[src/rtl/alu_op_sequencer.sv]
// alu_op_sequencer: queues ALU commands in a small FIFO, drives them one at a
// time to an external combinational ALU, and returns each captured result
// with its tag over a valid/ready response port.
// The optional accumulator is enabled by defining ALU_SEQ_ACC_EN: it adds the
// cmd_acc input and lets a command take operand A from the last result.
module alu_op_sequencer #(
  parameter int DEPTH = 4  // command FIFO entries; power of two, at least 2
) (
  input  logic        clk,
  input  logic        rst_n,
  // command side
  input  logic        cmd_valid,
  output logic        cmd_ready,
  input  logic [31:0] cmd_a,
  input  logic [31:0] cmd_b,
  input  logic [3:0]  cmd_sel,
  input  logic [3:0]  cmd_tag,
`ifdef ALU_SEQ_ACC_EN
  input  logic        cmd_acc,
`endif
  // ALU side
  output logic [31:0] alu_a,
  output logic [31:0] alu_b,
  output logic [3:0]  alu_sel,
  input  logic [31:0] alu_out,
  input  logic        alu_carry,
  // response side
  output logic        rsp_valid,
  input  logic        rsp_ready,
  output logic [31:0] rsp_data,
  output logic        rsp_carry,
  output logic [3:0]  rsp_tag,
  output logic        busy
);

  localparam int AW = $clog2(DEPTH);
  localparam int CW = AW + 1;

  // One queued command. The acc flag only exists when the accumulator does.
  typedef struct packed {
    logic [31:0] a;
    logic [31:0] b;
    logic [3:0]  sel;
    logic [3:0]  tag;
`ifdef ALU_SEQ_ACC_EN
    logic        acc;
`endif
  } entry_t;

  typedef enum logic [1:0] {
    S_IDLE  = 2'd0,
    S_ISSUE = 2'd1,
    S_RESP  = 2'd2
  } state_t;

  state_t        state;
  entry_t        mem [DEPTH];
  logic [AW-1:0] wr_ptr;
  logic [AW-1:0] rd_ptr;
  logic [CW-1:0] count;
  logic [3:0]    tag_reg;
  entry_t        wr_entry;
  entry_t        head;
  logic [31:0]   issue_a;
  logic          full;
  logic          empty;
  logic          push;
  logic          pop;

  // Pack the incoming command into a FIFO entry.
  always_comb begin
    wr_entry     = '0;
    wr_entry.a   = cmd_a;
    wr_entry.b   = cmd_b;
    wr_entry.sel = cmd_sel;
    wr_entry.tag = cmd_tag;
`ifdef ALU_SEQ_ACC_EN
    wr_entry.acc = cmd_acc;
`endif
  end

  assign full      = (count == CW'(DEPTH));
  assign empty     = (count == '0);
  assign cmd_ready = !full;
  assign push      = cmd_valid && cmd_ready;
  assign head      = mem[rd_ptr];

  // A new entry is taken either from IDLE or straight out of RESP on a
  // handshake, so a busy queue never pays an IDLE bubble between results.
  assign pop = !empty &&
               ((state == S_IDLE) || ((state == S_RESP) && rsp_valid && rsp_ready));

  assign busy = (state != S_IDLE) || !empty;

`ifdef ALU_SEQ_ACC_EN
  logic [31:0] acc_reg;

  // Accumulator follows every captured result.
  always_ff @(posedge clk or negedge rst_n) begin
    if (!rst_n) begin
      acc_reg <= '0;
    end else if (state == S_ISSUE) begin
      acc_reg <= alu_out;
    end
  end

  // An acc-flagged entry chains on the previous result instead of its own A.
  assign issue_a = head.acc ? acc_reg : head.a;
`else
  assign issue_a = head.a;
`endif

  // FIFO storage; contents are don't-care while empty so no reset is needed.
  always_ff @(posedge clk) begin
    if (push) begin
      mem[wr_ptr] <= wr_entry;
    end
  end

  // FIFO pointers wrap naturally because DEPTH is a power of two; the extra
  // count bit distinguishes full from empty.
  always_ff @(posedge clk or negedge rst_n) begin
    if (!rst_n) begin
      wr_ptr <= '0;
      rd_ptr <= '0;
      count  <= '0;
    end else begin
      if (push) begin
        wr_ptr <= wr_ptr + AW'(1);
      end
      if (pop) begin
        rd_ptr <= rd_ptr + AW'(1);
      end
      case ({push, pop})
        2'b10:   count <= count + CW'(1);
        2'b01:   count <= count - CW'(1);
        default: count <= count;
      endcase
    end
  end

  // Sequencer FSM with registered ALU drive and response outputs.
  always_ff @(posedge clk or negedge rst_n) begin
    if (!rst_n) begin
      state     <= S_IDLE;
      alu_a     <= '0;
      alu_b     <= '0;
      alu_sel   <= '0;
      tag_reg   <= '0;
      rsp_valid <= 1'b0;
      rsp_data  <= '0;
      rsp_carry <= 1'b0;
      rsp_tag   <= '0;
    end else begin
      case (state)
        S_IDLE: begin
          if (pop) begin
            alu_a   <= issue_a;
            alu_b   <= head.b;
            alu_sel <= head.sel;
            tag_reg <= head.tag;
            state   <= S_ISSUE;
          end
        end
        S_ISSUE: begin
          // ALU operands have been stable for a full cycle; sample the result.
          rsp_data  <= alu_out;
          rsp_carry <= alu_carry;
          rsp_tag   <= tag_reg;
          rsp_valid <= 1'b1;
          state     <= S_RESP;
        end
        S_RESP: begin
          // Everything on the response port holds until the consumer takes it.
          if (rsp_valid && rsp_ready) begin
            rsp_valid <= 1'b0;
            if (pop) begin
              alu_a   <= issue_a;
              alu_b   <= head.b;
              alu_sel <= head.sel;
              tag_reg <= head.tag;
              state   <= S_ISSUE;
            end else begin
              state <= S_IDLE;
            end
          end
        end
        default: begin
          state     <= S_IDLE;
          rsp_valid <= 1'b0;
        end
      endcase
    end
  end

endmodule

[config.mk]
export PLATFORM = sky130hd
export DESIGN_NAME = alu_op_sequencer
export DESIGN_NICKNAME = d
export VERILOG_FILES = /design/src/rtl/alu_op_sequencer.sv
export SDC_FILE = /design/constraint.sdc
export NUM_CORES = 1
export LEC_CHECK = 0
export BUFFER_PORTS_ARGS = -buffer_cell sky130_fd_sc_hd__buf_2
export CORE_ASPECT_RATIO = 0.6
export CORE_MARGIN = 2
export CORE_UTILIZATION = 55
export DETAILED_ROUTE_END_ITERATION = 10
export MAX_ROUTING_LAYER = met4
export PLACE_DENSITY_LB_ADDON = 0.3
export SYNTH_ARGS = -nofsm -noshare
export SYNTH_HDL_FRONTEND = slang
export SYNTH_SLANG_ARGS = --single-unit
[constraint.sdc]
create_clock -name clk -period 4.6 [get_ports clk]
set_input_delay 0.69 -clock clk [delete_from_list [all_inputs] [get_ports clk]]
set_output_delay 0.69 -clock clk [all_outputs]
set_load 0.01 [all_outputs]
==> results.py, run 1 <==
metrics = {
    "run_status": {
        "status": "complete, no violations",
    },
    "power_and_ir_drop": {
        "peakVddDrop_uv": 374,
        "p_leak_nw": 6.48,
        "powerDensity_mw_per_mm2": 692,
    },
    "yosys": {
        "netlist_instances": 652,
        "synthSimpleGateAreaFrac_pct": 0.610,
        "synth_mux_area_share_pct": 19.2,
        "synth.avg_cell_area_sq_um": 23.0,
        "synthAdderAreaFrac_pct": 0.552,
        "seq_area_frac_synth_pct": 77.7,
        "yosys_warnings": 0,
        "syn_area_sq_mm": 0.0150,
        "ys_ff_latch": 407,
        "synth_compound_area_share_pct": 0.209,
        "syn_nets": 767,
        "synth_cell_types": 26,
        "synth_top_family_by_area": "multiplexers",
        "synth-xor-area-share_pct": 0.351,
    },
    "detailed_routing": {
        "wl_per_cell_um": 21.6,
        "vias_per_cell": 5.48,
        "remaining_drc_errors": 0,
        "vias": 7015,
        "drtPass1Iterations": 6,
        "drt-total-wl_mm": 27.6,
        "drtIter0Drc": 543,
        "ant_nets": 0,
    },
    "cts": {
        "ctsHoldBuffers": 0,
        "post_cts.repair.setup_buffers": 0,
        "post_cts_resized": 0,
        "clock_tree.root_cell": "clkbuf_16",
        "h-tree-depth": 2,
        "cts_buffer_depth": 3,
        "cts_buffers": 37,
        "cts_tree": "built",
        "clkTransAtPathRegs_ns": 0.06,
        "clock-sinks": 407,
        "clk_latency_ns": 0.52,
    },
    "timing": {
        "fin_ws_ns": 2.11,
        "fin_crit_ns": 2.49,
        "finalSetupTns_ns": 0,
        "fin_crit_sh_pct": 54.2,
        "hold_viol": 0,
        "report.final.slew_viol_count": 0,
        "timing.fmax_mhz": 401,
        "rsz0062_at_grt": "false",
        "relSlewSlack_pct": 25.1,
        "worstMarginPinSlew_ns": 1.12,
        "fin_worst_skew_ns": 0.0145,
        "setup_viol_count_final": 0,
    },
    "setup_path": {
        "path_cells": "a21boi_2, nor3_4, buf_4, buf_4, mux2_2",
        "crit_type": "flip-flop to flip-flop",
        "crit_slowest_cell": "buf_4",
        "reg2reg_depth": 5,
        "startpoint_type": "flip-flop",
        "cpPeakStageDelay_ns": 0.55,
        "r2r-end": "alu_a[11]",
        "worstReg2RegStart": "state[1]",
        "cp.required_ns": 5.00,
        "endpoint_kind": "flip-flop",
        "critPathMaxFanout": 39,
        "worstPathArrival_ns": 2.89,
        "cpMostUsedCell": "buf_4",
        "path_delay_family": "buffers and inverters",
        "rrSetupSlack_ns": 2.11,
        "crit_buf_inv": 2,
    },
    "global_routing": {
        "antenna_found_initial": 4,
        "track_usage_pct": 20.7,
        "overflow": 0,
        "grt_max_degree": 90,
        "grt_pass1_wl_mm": 43.5,
        "grt_pass1_vias": 7430,
    },
    "layout": {
        "largest_reg_flops": 288,
        "final_common_cell": "edfxtp_1",
        "final_layout_size_suffix_gt1_share_pct": 50.8,
        "syn_to_final_growth_pct": 17.2,
        "mostFrequentLayoutCells": "edfxtp_1, buf_2, dfrtp_1",
        "layout.nets": 1002,
        "n_fill_cell": 1813,
        "final_area_sq_mm": 0.0175,
        "top_register": "mem",
    },
    "die": {
        "fp.dieW_um": 217,
        "die_h_um": 132,
        "rows": 46,
        "num_io_pins": 217,
        "die_area_sq_mm": 0.0286,
        "start_util_pct": 56.3,
        "core_sq_mm": 0.0266,
    },
    "place": {
        "hpwlAfterDp_mm": 16.3,
        "place_area_sq_mm": 0.0164,
        "gp_congestion": 0.727,
        "pre_cts_slack_ns": 1.84,
        "port-buffer-count": 216,
    },
    "flow_run": {
        "maxCapViolCount": 0,
    },
    "worst_hold_path": {
        "hold_path_class": "input port to async pin",
    },
}
## worst register-to-register path, stage by stage, from the launching register on
cell,delay [ns]
dfrtp_1,0.43
a21boi_2,0.21
nor3_4,0.19
buf_4,0.52
buf_4,0.58
mux2_2,0.44
## layout make-up
class                      instances  area [sq um]  area share, %
clock buffer                      57          1050           5.99
timing repair buffer             224          1160           6.61
tap                              360           450           2.57
clock inverter                     9          50.0          0.285
inverter                           4          15.0         0.0856
sequential                       407         11600           66.3
antenna                            5          12.5         0.0714
multi-input combinational        213          3160           18.0
## cells in the mapped netlist, drive strengths merged
cell | n | area, sq um
o21a | 1 | 7.51
a21o | 1 | 7.51
nor2 | 3 | 11.3
edfxtp | 288 | 8650
fa | 1 | 20.0
nor4b | 1 | 8.76
or3b | 1 | 8.76
mux4 | 72 | 1620
inv | 4 | 15.0
ha | 5 | 62.6
clkbuf | 7 | 26.3
dfrtp | 119 | 2980
xnor2 | 3 | 26.3
xor2 | 3 | 26.3
nor3 | 3 | 25.0
buf | 21 | 169
and2 | 1 | 8.76
o21ai | 1 | 5.00
mux2 | 111 | 1250
and3 | 4 | 25.0
a21boi | 1 | 11.3
nand2 | 1 | 3.75
## routing by layer
layer,routed length [um],track usage (%),up-vias
met5,0,-,-
met2,13100,30.9,168
li1,-,-,3105
met4,407,4.79,0
met1,12400,29.7,3706
met3,1670,4.82,36
## logic make-up (layout without fill, tap and decap cells)
group | Yosys count | count (layout)
flip-flops | 407 | 407
multiplexers | 183 | 183
buffers and inverters | 32 | 294
AND/OR/NAND/NOR | 14 | 14
adder cells (fa/ha/maj) | 6 | 6
XOR/XNOR | 6 | 6
AO/OA/AOI/OAI | 4 | 4
other | 0 | 5
## report_power, final
group	switching (W)	internal, W	leakage, nW
logic	0.00158	0.00194	1.92
clock network	0.00125	0.00158	0.533
registers	0.000699	0.00509	4.03
## worst max-delay path by stage
stage                            to  depth (start not counted)  startpoint  slack, ns
after CTS                 alu_a[11]                          5    state[1]       2.09
after detailed placement  alu_a[11]                          6   rsp_ready       1.84
after global routing      alu_a[11]                          5    state[1]       1.98
after global placement    alu_a[17]                          6   rsp_ready       1.90
final                     alu_a[11]                          5    state[1]       2.11
after floorplan           mem[0][0]                          2    count[2]       1.73
## metrics by stage
stage | utilization, % | instances | hold WS [ns] | power (W)
3_3_place_gp | 61.8 | 1208 | 0.485 | 0.00933
5_1_grt | 65.9 | 1278 | 0.319 | 0.0128
4_1_cts | 65.9 | 1274 | 0.296 | 0.0123
6_report | 65.9 | 1279 | 0.207 | 0.0121
2_1_floorplan | - | 652 | 0.394 | 0.00826
3_5_place_dp | 61.8 | 1208 | 0.490 | 0.00945
Note: power is estimated with default switching activity, not from simulation.
==> run 2: changes to the inputs <==
clock period = 2.45 ns   (was 4.6 ns; I/O delays follow)
==> results.py, run 2 (synthesis gave the netlist of run 1 again) <==
metrics = {
    "run_status": {
        "status": "complete, no violations",
    },
    "setup_path": {
        "path_cells": "or3b_1, and2_4, inv_1, ha_1, fa_1, mux2_2",
        "crit_type": "flip-flop to flip-flop",
        "crit_slowest_cell": "or3b_1",
        "endpoint_kind": "flip-flop",
        "startpoint_type": "flip-flop",
        "worstPathArrival_ns": 2.58,
        "reg2reg_depth": 6,
        "cp.required_ns": 2.86,
        "worstReg2RegStart": "count[0]",
        "rrSetupSlack_ns": 0.28,
        "cpPeakStageDelay_ns": 0.48,
        "critPathMaxFanout": 6,
        "crit_buf_inv": 1,
        "r2r-end": "count[1]",
        "path_delay_family": "simple AND/OR/NAND/NOR gates",
    },
    "die": {
        "start_util_pct": 56.3,
        "core_sq_mm": 0.0266,
        "fp.dieW_um": 217,
        "num_io_pins": 217,
        "rows": 46,
        "die_area_sq_mm": 0.0286,
        "die_h_um": 132,
    },
    "global_routing": {
        "grt_pass1_wl_mm": 44.3,
        "grt_pass1_vias": 7483,
        "track_usage_pct": 21.2,
        "grt_max_degree": 74,
        "antenna_found_initial": 6,
        "overflow": 0,
    },
    "cts": {
        "post_cts_resized": 0,
        "clkTransAtPathRegs_ns": 0.07,
        "clock_tree.root_cell": "clkbuf_16",
        "clk_latency_ns": 0.53,
        "cts_buffer_depth": 3,
        "cts_buffers": 36,
        "cts_tree": "built",
        "h-tree-depth": 2,
        "clock-sinks": 407,
    },
    "layout": {
        "layout.nets": 1022,
        "mostFrequentLayoutCells": "edfxtp_1, buf_2, dfrtp_1",
        "top_register": "mem",
        "utilization_pct": 67.8,
        "instances_no_fill": 1301,
        "syn_to_final_growth_pct": 20.4,
        "final_layout_size_suffix_gt1_share_pct": 52.8,
        "final_common_cell": "edfxtp_1",
        "n_fill_cell": 1712,
        "largest_reg_flops": 288,
    },
    "timing": {
        "timing.fmax_mhz": 460,
        "finalSetupTns_ns": 0,
        "rsz0062_at_grt": "false",
        "fin_crit_ns": 2.17,
        "relSlewSlack_pct": 61.0,
        "report.final.slew_viol_count": 0,
        "worstMarginPinSlew_ns": 0.585,
        "fin_crit_sh_pct": 88.7,
        "fin_worst_skew_ns": 0.0142,
        "fin_ws_ns": 0.277,
        "hold_viol": 0,
        "setup_viol_count_final": 0,
    },
    "worst_hold_path": {
        "holdPathEnd": "mem[3][3]",
        "hp-start": "cmd_tag[3]",
        "hold_path_class": "input port to flip-flop",
        "worstHoldPathCells": 1,
    },
    "place": {
        "post-place-cells": 1228,
        "hpwlAfterDp_mm": 17.9,
        "gp_congestion": 0.730,
        "pre_cts_slack_ns": 0.283,
        "port-buffer-count": 216,
    },
    "flow_run": {
        "maxCapViolCount": 0,
    },
    "detailed_routing": {
        "remaining_drc_errors": 0,
        "vias_per_cell": 5.41,
        "drt-total-wl_mm": 28.4,
        "ant_nets": 0,
        "drtPass1Iterations": 5,
        "drtIter0Drc": 542,
        "wl_per_cell_um": 21.8,
        "vias": 7036,
    },
    "power_and_ir_drop": {
        "powerDensity_mw_per_mm2": 1320,
        "peakVddDrop_uv": 735,
        "p_leak_nw": 6.72,
    },
}
[run 2: cell count changes in the layout (fill, tap and decap cells not counted), moves of 2 or more]
cell,before,now
buf_12,1,14
clkinv_1,4,2
buf_4,7,14
clkinv_2,2,4
clkbuf_1,15,7
bufinv_16,0,4
clkbuf_16,37,39
[run 2: report_power, final]
group          internal [W]  switching [W]
combinational       0.00397        0.00338
sequential          0.00954        0.00102
clock               0.00350        0.00244
total                0.0170        0.00684
[run 2: stage by stage]
step                      cell area, sq um  total power, W  hold WS, ns
after floorplan                      15000          0.0155       0.0719
after global placement               16700          0.0180        0.359
after detailed placement             16700          0.0182        0.362
after CTS                            18000          0.0242       0.0268
after global routing                 18000          0.0251       0.0273
final                                18000          0.0238       0.0444
[run 2: worst max-delay path by stage]
stage	end	depth (start not counted)	slack, ns	startpoint
after floorplan	count[2]	9	0.32	count[1]
after global placement	count[1]	6	0.34	count[1]
after detailed placement	count[1]	6	0.28	count[0]
after CTS	count[1]	6	0.27	count[1]
after global routing	count[1]	6	0.15	count[1]
final	count[1]	6	0.28	count[0]
[run 2: final cells by class]
type	count	area (sq um)	share of cell area [%]
Multi-Input combinational cell	213	3160	17.6
Clock inverter	15	189	1.05
Antenna cell	6	15.0	0.0833
Timing Repair Buffer	245	1480	8.23
Inverter	4	15.0	0.0833
Sequential cell	407	11600	64.6
Clock buffer	51	1070	5.94
Tap cell	360	450	2.50
[run 2: routing by layer]
layer	part of all wire, %	GRT usage [%]
met2	47	31.6
met3	6.2	4.82
met5	0	-
met1	45	30.4
met4	1.7	5.14
[run 2: worst reg2reg max path: stages, from the launching register on]
cell and delay, ns:
dfrtp_1 0.45, or3b_1 0.48, and2_4 0.22, inv_1 0.05, ha_1 0.19, fa_1 0.41
mux2_2 0.26
[run 2: what timing repair did]
item,4_1_cts,5_1_grt
setup buffers,0,0
hold buffers,1,0
hold endpoints to repair,47,0
==> run 3: changes to the inputs <==
CTS_BUF_LIST = sky130_fd_sc_hd__clkbuf_16   (was not set)
==> results.py, run 3 (synthesis gave the netlist of run 1 again) <==
metrics = {
    "detailed_routing": {
        "drt-total-wl_mm": 28.4,
        "vias_per_cell": 5.41,
        "ant_nets": 0,
        "remaining_drc_errors": 0,
        "drtPass1Iterations": 5,
        "wl_per_cell_um": 21.8,
        "vias": 7033,
        "drtIter0Drc": 483,
    },
    "global_routing": {
        "grt_pass1_wl_mm": 44.1,
        "grt_max_degree": 74,
        "track_usage_pct": 21.1,
        "grt_pass1_vias": 7476,
        "antenna_found_initial": 6,
        "overflow": 0,
    },
    "cts": {
        "cts_tree": "built",
        "cts_buffers": 36,
        "h-tree-depth": 2,
        "clock-sinks": 407,
        "post_cts.repair.setup_buffers": 0,
        "clk_latency_ns": 0.53,
        "clock_tree.root_cell": "clkbuf_16",
        "post_cts_resized": 0,
        "clkTransAtPathRegs_ns": 0.07,
        "cts_buffer_depth": 3,
    },
    "timing": {
        "fin_ws_ns": 0.268,
        "whs_ns": 0.0439,
        "setup_viol_count_final": 0,
        "fin_worst_skew_ns": 0.0151,
        "worstMarginPinSlew_ns": 0.577,
        "relSlewSlack_pct": 61.5,
        "report.final.slew_viol_count": 0,
        "fin_crit_ns": 2.18,
        "timing.fmax_mhz": 458,
        "hold_viol": 0,
        "rsz0062_at_grt": "false",
        "finalSetupTns_ns": 0,
        "fin_crit_sh_pct": 89.1,
    },
    "layout": {
        "largest_reg_flops": 288,
        "syn_to_final_growth_pct": 20.1,
        "mostFrequentLayoutCells": "edfxtp_1, buf_2, dfrtp_1",
        "layout.nets": 1022,
        "top_register": "mem",
        "final_layout_size_suffix_gt1_share_pct": 52.4,
        "final_common_cell": "edfxtp_1",
    },
    "setup_path": {
        "crit_slowest_cell": "or3b_1",
        "endpoint_kind": "flip-flop",
        "startpoint_type": "flip-flop",
        "path_cells": "or3b_1, and2_4, inv_1, ha_1, fa_1, mux2_2",
        "cpPeakStageDelay_ns": 0.49,
        "crit_type": "flip-flop to flip-flop",
        "reg2reg_depth": 6,
        "critPathMaxFanout": 6,
        "worstPathArrival_ns": 2.59,
        "cp.required_ns": 2.85,
    },
    "place": {
        "gp_congestion": 0.730,
        "pre_cts_slack_ns": 0.283,
        "hpwlAfterDp_mm": 17.9,
        "port-buffer-count": 216,
    },
    "die": {
        "start_util_pct": 56.3,
        "die_h_um": 132,
        "core_sq_mm": 0.0266,
        "fp.dieW_um": 217,
        "rows": 46,
        "num_io_pins": 217,
        "die_area_sq_mm": 0.0286,
    },
    "power_and_ir_drop": {
        "powerDensity_mw_per_mm2": 1320,
        "p_int_w": 0.0168,
        "switching_share_pct": 28.9,
        "p_leak_nw": 6.72,
        "switchingPower_w": 0.00683,
        "p_clk_share_pct": 24.3,
        "p_comb_share_pct": 31.1,
        "p_seq_share_pct": 44.6,
        "peakVddDrop_uv": 740,
    },
    "worst_hold_path": {
        "hold_path_class": "input port to flip-flop",
        "worstHoldPathCells": 1,
    },
    "run_status": {
        "status": "complete, no violations",
    },
    "flow_run": {
        "maxCapViolCount": 0,
    },
}
## run 3: cell count changes in the layout (fill, tap and decap cells not counted), sizes merged
cell	before	now
clkbuf	51	39
clkinv	6	10
inv	7	15
## run 3: metal layers
layer  track usage (%)  vias up  part of all wire, %
li1                  -     3147                    -
met1              30.3     3675                   46
met2              31.4      169                   47
met3              4.73       42                  5.5
met4              5.14        0                  1.7
met5                 -        -                    0
## run 3: worst max-delay path, delay by kind of cell, from the launching register on
kind,cells,cell delay [ns]
fa+ha+maj,2,0.61
buf+inv,1,0.05
flops,1,0.43
mux,1,0.26
simple gates,2,0.71
## run 3: timing repair
item	CTS	global route
hold buffers	1	0
hold endpoints to repair	47	0
setup endpoints to repair	0	0
## run 3: worst paths after layout
kind / slack (ns) / end / from
min: 0.04 / mem[3][3] / cmd_tag[3]
min in group asynchronous: 0.35 / alu_a[21] / rst_n
max: 0.27 / count[1] / count[1]
min reg2reg: 0.50 / alu_a[3] / alu_a[3]
max reg2reg: 0.27 / count[1] / count[1]
max in group asynchronous: 1.44 / alu_b[17] / rst_n
## run 3: area by class of cell
type	count	area (sq um)
well taps	360	450
clock buffers	39	976
repair buffers	245	1480
diodes	6	15.0
fillers	1718	8620
multi-input cells	213	3160
clock inverters	27	234
inverters	4	15.0
flip-flops and latches	407	11600
## run 3: power by group through the flow
| stage | Combinational, W | Clock, W | Sequential [W] |
|---|---|---|---|
| finish | 0.00735 | 0.00574 | 0.0106 |
| global route | 0.00792 | 0.00615 | 0.0108 |
| CTS | 0.00751 | 0.00587 | 0.0106 |
| detailed placement | 0.00747 | 0 | 0.0107 |
| global placement | 0.00733 | 0 | 0.0106 |
| floorplan | 0.00474 | 0 | 0.0107 |
## run 3: metrics by stage
step                      util (%)  instances  total power, W  area, sq um
final                         67.6       1301          0.0236        18000
after floorplan                  -        652          0.0155        15000
after global placement        62.9       1228          0.0180        16700
after CTS                     67.5       1295          0.0240        18000
after detailed placement      62.9       1228          0.0182        16700
after global routing          67.6       1301          0.0249        18000
